<file path="src/rtl/alarm_countdown_timer.sv">
// Alarm countdown timer: loads one of four delays on start and counts it
// down in whole seconds using an internal free-running 1 Hz divider.
module alarm_countdown_timer #(
    parameter int CLK_HZ = 25_000_000,
    parameter int TIME_W = 4
) (
    input  logic              clk,
    input  logic              reset_n,
    input  logic [TIME_W-1:0] t_arm_delay,
    input  logic [TIME_W-1:0] t_driver_delay,
    input  logic [TIME_W-1:0] t_passenger_delay,
    input  logic [TIME_W-1:0] t_alarm_delay,
    input  logic [1:0]        interval_sel,
    input  logic              start_timer,
    output logic              running,
    output logic [TIME_W-1:0] remaining,
    output logic              expired,
    output logic              one_hz
);

    localparam int DIV_W = (CLK_HZ > 1) ? $clog2(CLK_HZ) : 1;
    localparam logic [DIV_W-1:0] DIV_LAST = DIV_W'(CLK_HZ - 1);

    localparam logic [1:0] IDLE  = 2'd0;
    localparam logic [1:0] COUNT = 2'd1;
    localparam logic [1:0] DONE  = 2'd2;

    logic [DIV_W-1:0]  div;
    logic              tick;
    logic [TIME_W-1:0] load_val;
    logic [1:0]        state;

    // The second boundary is the last divider count, not the registered tick,
    // so a value N expires exactly N*CLK_HZ+1 cycles after its start.
    assign tick    = (div == DIV_LAST);
    assign running = (state == COUNT);

    // Pick the delay that a start strobe would load
    always_comb begin
        load_val = t_arm_delay;
        unique case (interval_sel)
            2'b00: load_val = t_arm_delay;
            2'b01: load_val = t_driver_delay;
            2'b10: load_val = t_passenger_delay;
            2'b11: load_val = t_alarm_delay;
        endcase
    end

    // Free-running divider; a start realigns it so the first second is full
    always_ff @(posedge clk or negedge reset_n) begin
        if (!reset_n) begin
            div    <= '0;
            one_hz <= 1'b0;
        end else begin
            one_hz <= tick;
            if (start_timer || tick)
                div <= '0;
            else
                div <= div + DIV_W'(1);
        end
    end

    // Countdown FSM; a start always wins over the running count
    always_ff @(posedge clk or negedge reset_n) begin
        if (!reset_n) begin
            state     <= IDLE;
            remaining <= '0;
            expired   <= 1'b0;
        end else begin
            expired <= 1'b0;
            if (start_timer) begin
                remaining <= load_val;
                if (load_val == '0) begin
                    state   <= DONE;
                    expired <= 1'b1;
                end else begin
                    state <= COUNT;
                end
            end else begin
                case (state)
                    IDLE: state <= IDLE;
                    COUNT: begin
                        if (tick) begin
                            if (remaining <= TIME_W'(1)) begin
                                remaining <= '0;
                                state     <= DONE;
                                expired   <= 1'b1;
                            end else begin
                                remaining <= remaining - TIME_W'(1);
                            end
                        end
                    end
                    DONE:    state <= IDLE;
                    default: state <= IDLE;
                endcase
            end
        end
    end

endmodule
</file>
<file path="config.mk">
export PLATFORM = sky130hd
export DESIGN_NAME = alarm_countdown_timer
export DESIGN_NICKNAME = d
export VERILOG_FILES = /design/src/rtl/alarm_countdown_timer.sv
export SDC_FILE = /design/constraint.sdc
export NUM_CORES = 1
export LEC_CHECK = 0
export CELL_PAD_IN_SITES_DETAIL_PLACEMENT = 1
export CELL_PAD_IN_SITES_GLOBAL_PLACEMENT = 2
export CORE_MARGIN = 3
export CORE_UTILIZATION = 30
export CTS_CLUSTER_SIZE = 20
export DETAILED_ROUTE_END_ITERATION = 8
export GPL_TIMING_DRIVEN = 1
export PLACE_DENSITY_LB_ADDON = 0.25
export SYNTH_ARGS = -nofsm -noshare
export SYNTH_HDL_FRONTEND = slang
export SYNTH_SLANG_ARGS = --single-unit
export TNS_END_PERCENT = 1
</file>
<file path="constraint.sdc">
create_clock -name clk -period 2.3 [get_ports clk]
set_clock_uncertainty 0.1 [all_clocks]
set_input_delay 0.46 -clock clk [delete_from_list [all_inputs] [get_ports clk]]
set_output_delay 0.46 -clock clk [all_outputs]
set_load 0.01 [all_outputs]
</file>
==> flow_metrics.tcl <==
set metrics [dict create \
    gp_congestion 0.7336 \
    avgRoutedWirePerCell_um 16.03 \
    regArea_um2 825.8 \
    leakagePower_nw 0.9672 \
    antenna_found_initial 0 \
    post_dp_cell_area_um2 2345 \
    finalCritPeriodShare 0.9227 \
    initial_core_util 0.3133 \
    setup_slack_ns 0.1778 \
    cts_tree "built" \
    grtUsageTotal 0.1555 \
    setup_viol 0 \
    pre_cts_slack_ns -0.09636 \
    syn_area_um2 1877 \
    dieArea_um2 7241 \
    drive_above_1_share 0.1494 \
    max_clock_freq_mhz 471.2 \
    max_stage_delay_ns 0.64 \
    p_clk_frac 0.353 \
    pwr-share-comb 0.148 \
    synth_warnings 0 \
    worst-path-buf-inv 0 \
    crit_fanout 9 \
    ctsRootBufferMaster "clkbuf_8" \
    status "complete, no violations" \
    p_total_w 0.001221 \
    htreeDepth 2 \
    synth_cell_type_count 36 \
    area_growth_pct 29.53 \
    fill_cells 703 \
    cts.path.max_buffers 2 \
    hpwl_mm 3.813 \
    fin_nets 264 \
    drtAntennaViolNets 0 \
    ys_async_sr_fraction 1.000 \
    stdcell_count 316 \
    path_clk_slew_ns 0.07 \
    path_class "reg2reg" \
    grt_pass1_vias 1839 \
    slew_violations 0 \
    synth_edf_count 0 \
    crit_path_top_delay_cell "or4_4" \
    cp-end-kind "flip-flop" \
    drt_iter0_markers 47 \
    grt_pass1_wl_mm 9.032 \
    cts_inserted_buffers 5 \
    intPower_w 0.0009036 \
    multi_input_area_um2 982.2 \
    p_per_area_nw_per_um2 502.4 \
    dp.cells 308 \
    die_h_um 85.10 \
    ir_worst_vdd_mv 0.2610 \
    period_needed_ns 2.122 \
    numClockSinks 33 \
    drc 0 \
    synth_fp_nets 219 \
    holdWs_ns 0.4476 \
    vias 1682 \
    p_switching_w 0.0003177 \
    overflow 0 \
    ys_ff_latch 33 \
    final_cell_mix "dfrtp_1 (33), clkdlybuf4s50_1 (27), nor2_1 (24)" \
    clock_latency_ns 0.29 \
    synth_ff_type "dfrtp_1" \
    swShare 0.2601 \
    coreArea_um2 5991 \
    via_per_inst 5.323 \
    wl_mm 5.064 \
    final_common_cell "dfrtp_1" \
    tightestPinTransition_ns 0.5170 \
    seq_power_share 0.499 \
    num_rows 28 \
    ctsHoldBuffers 0 \
    top_level_ports 28 \
    ys_seq_area_frac 0.4400 \
    maxCapViolations 0 \
    worst_ep_arrival_time_ns 2.23 \
    avgSynthCellArea_um2 9.625 \
    finalInstanceArea_um2 2431 \
    numPortBuffers 27 \
    cp_data_required_time_ns 2.41 \
    grt_max_degree 34 \
    critPathLaunchType "flip-flop" \
    crit_chain "ha_1 -> nand4_2 -> or4_4 -> or4_1 -> a21oi_1" \
    syn_inst 195 \
    rsz0062_at_grt "no" \
    maxSlewHeadroom 0.6517 \
    worst_path_dominant_cell_family "simple AND/OR/NAND/NOR gates" \
    dieWidth_um 85.10 \
    hold_viol_final 0 \
    worst_hold_path_type "reg2reg" \
    first_pass_iters 4 \
    diodes 0 \
]
## power groups by stage
stage	Clock [W]	Sequential [W]	Combinational, W
6_report	0.000431	0.000610	0.000181
5_1_grt	0.000482	0.000612	0.000203
4_1_cts	0.000451	0.000610	0.000185
3_5_place_dp	0	0.000621	0.000184
3_3_place_gp	0	0.000621	0.000182
2_1_floorplan	0	0.000623	0.0000696
## through the flow
stage	utilization	TNS, ns
floorplan	-	0
global placement	0.3914	-0.1697
detailed placement	0.3914	-0.2626
CTS	0.4052	0
global route	0.4058	0
finish	0.4058	0
## state kept, by name, indices dropped and copies added, names as in the netlist
| register | cells |
|---|---|
| div | 25 |
| expired | 1 |
| one_hz | 1 |
| remaining | 4 |
| state | 2 |
## worst register-to-register path, cell delays in order, from the launching register on
cell and delay [ns]:
dfrtp_1 0.37, ha_1 0.19, nand4_2 0.18, or4_4 0.64
or4_1 0.42, a21oi_1 0.15
## kinds of logic after synthesis
group	share of synthesized area
AOI/OAI and AO/OA	0.1053
xor gates and xnor gates	0.06533
adders and majority gates	0.02000
buffers and inverters	0.03867
DFF	0.4400
muxes	0.05867
and+or+nand+nor	0.2720
## what timing repair did
item | 4_1_cts | 5_1_grt
resized for setup | 0 | 1
endpoints found under the setup margin | 0 | 2
setup buffers | 0 | 0
## worst paths after layout
| check | start | endpoint | slack (ns) | cells past startpoint |
|---|---|---|---|---|
| setup / recovery | div[1] | div[22] | 0.18 | 5 |
| hold / removal | div[0] | div[0] | 0.45 | 2 |
| setup reg to reg | div[1] | div[22] | 0.18 | 5 |
| hold reg to reg | div[0] | div[0] | 0.45 | 2 |
| max in group asynchronous | reset_n | div[2] | 1.30 | 2 |
| min in group asynchronous | reset_n | div[16] | 0.49 | 2 |
## area by class of cell
class                   instances  share of cell area
multi-input cells             144              0.4040
flip-flops and latches         33              0.3397
repair buffers                 45              0.1668
well taps                      75             0.03860
clock buffers                   6             0.02985
inverters                      11             0.01698
clock inverters                 2            0.004117
## synthesized netlist by cell type (3+ instances only)
library cell | instances | area (um2)
dfrtp_1 | 33 | 825.8
nor2_1 | 24 | 90.09
nand2_1 | 13 | 48.80
inv_1 | 11 | 41.29
a21oi_1 | 10 | 50.05
nor4_1 | 9 | 56.30
nand3_1 | 8 | 40.04
nand4_1 | 8 | 50.05
or4_1 | 8 | 60.06
xnor2_1 | 8 | 70.07
o31ai_1 | 7 | 52.55
xor2_1 | 6 | 52.55
or3_1 | 5 | 31.28
buf_2 | 4 | 20.02
mux4_2 | 4 | 90.09
and4_1 | 3 | 26.28
clkbuf_1 | 3 | 11.26
ha_1 | 3 | 37.54
nor3_1 | 3 | 15.01
o21ai_0 | 3 | 15.01
## metal layers
layer,global-route usage,up-vias,wire length [um]
li1,-,810,-
met1,0.2085,827,2447
met2,0.2472,35,2308
met3,0.03786,10,232
met4,0.04892,0,76
met5,0,-,0
Power figures use the tool's default switching activity.
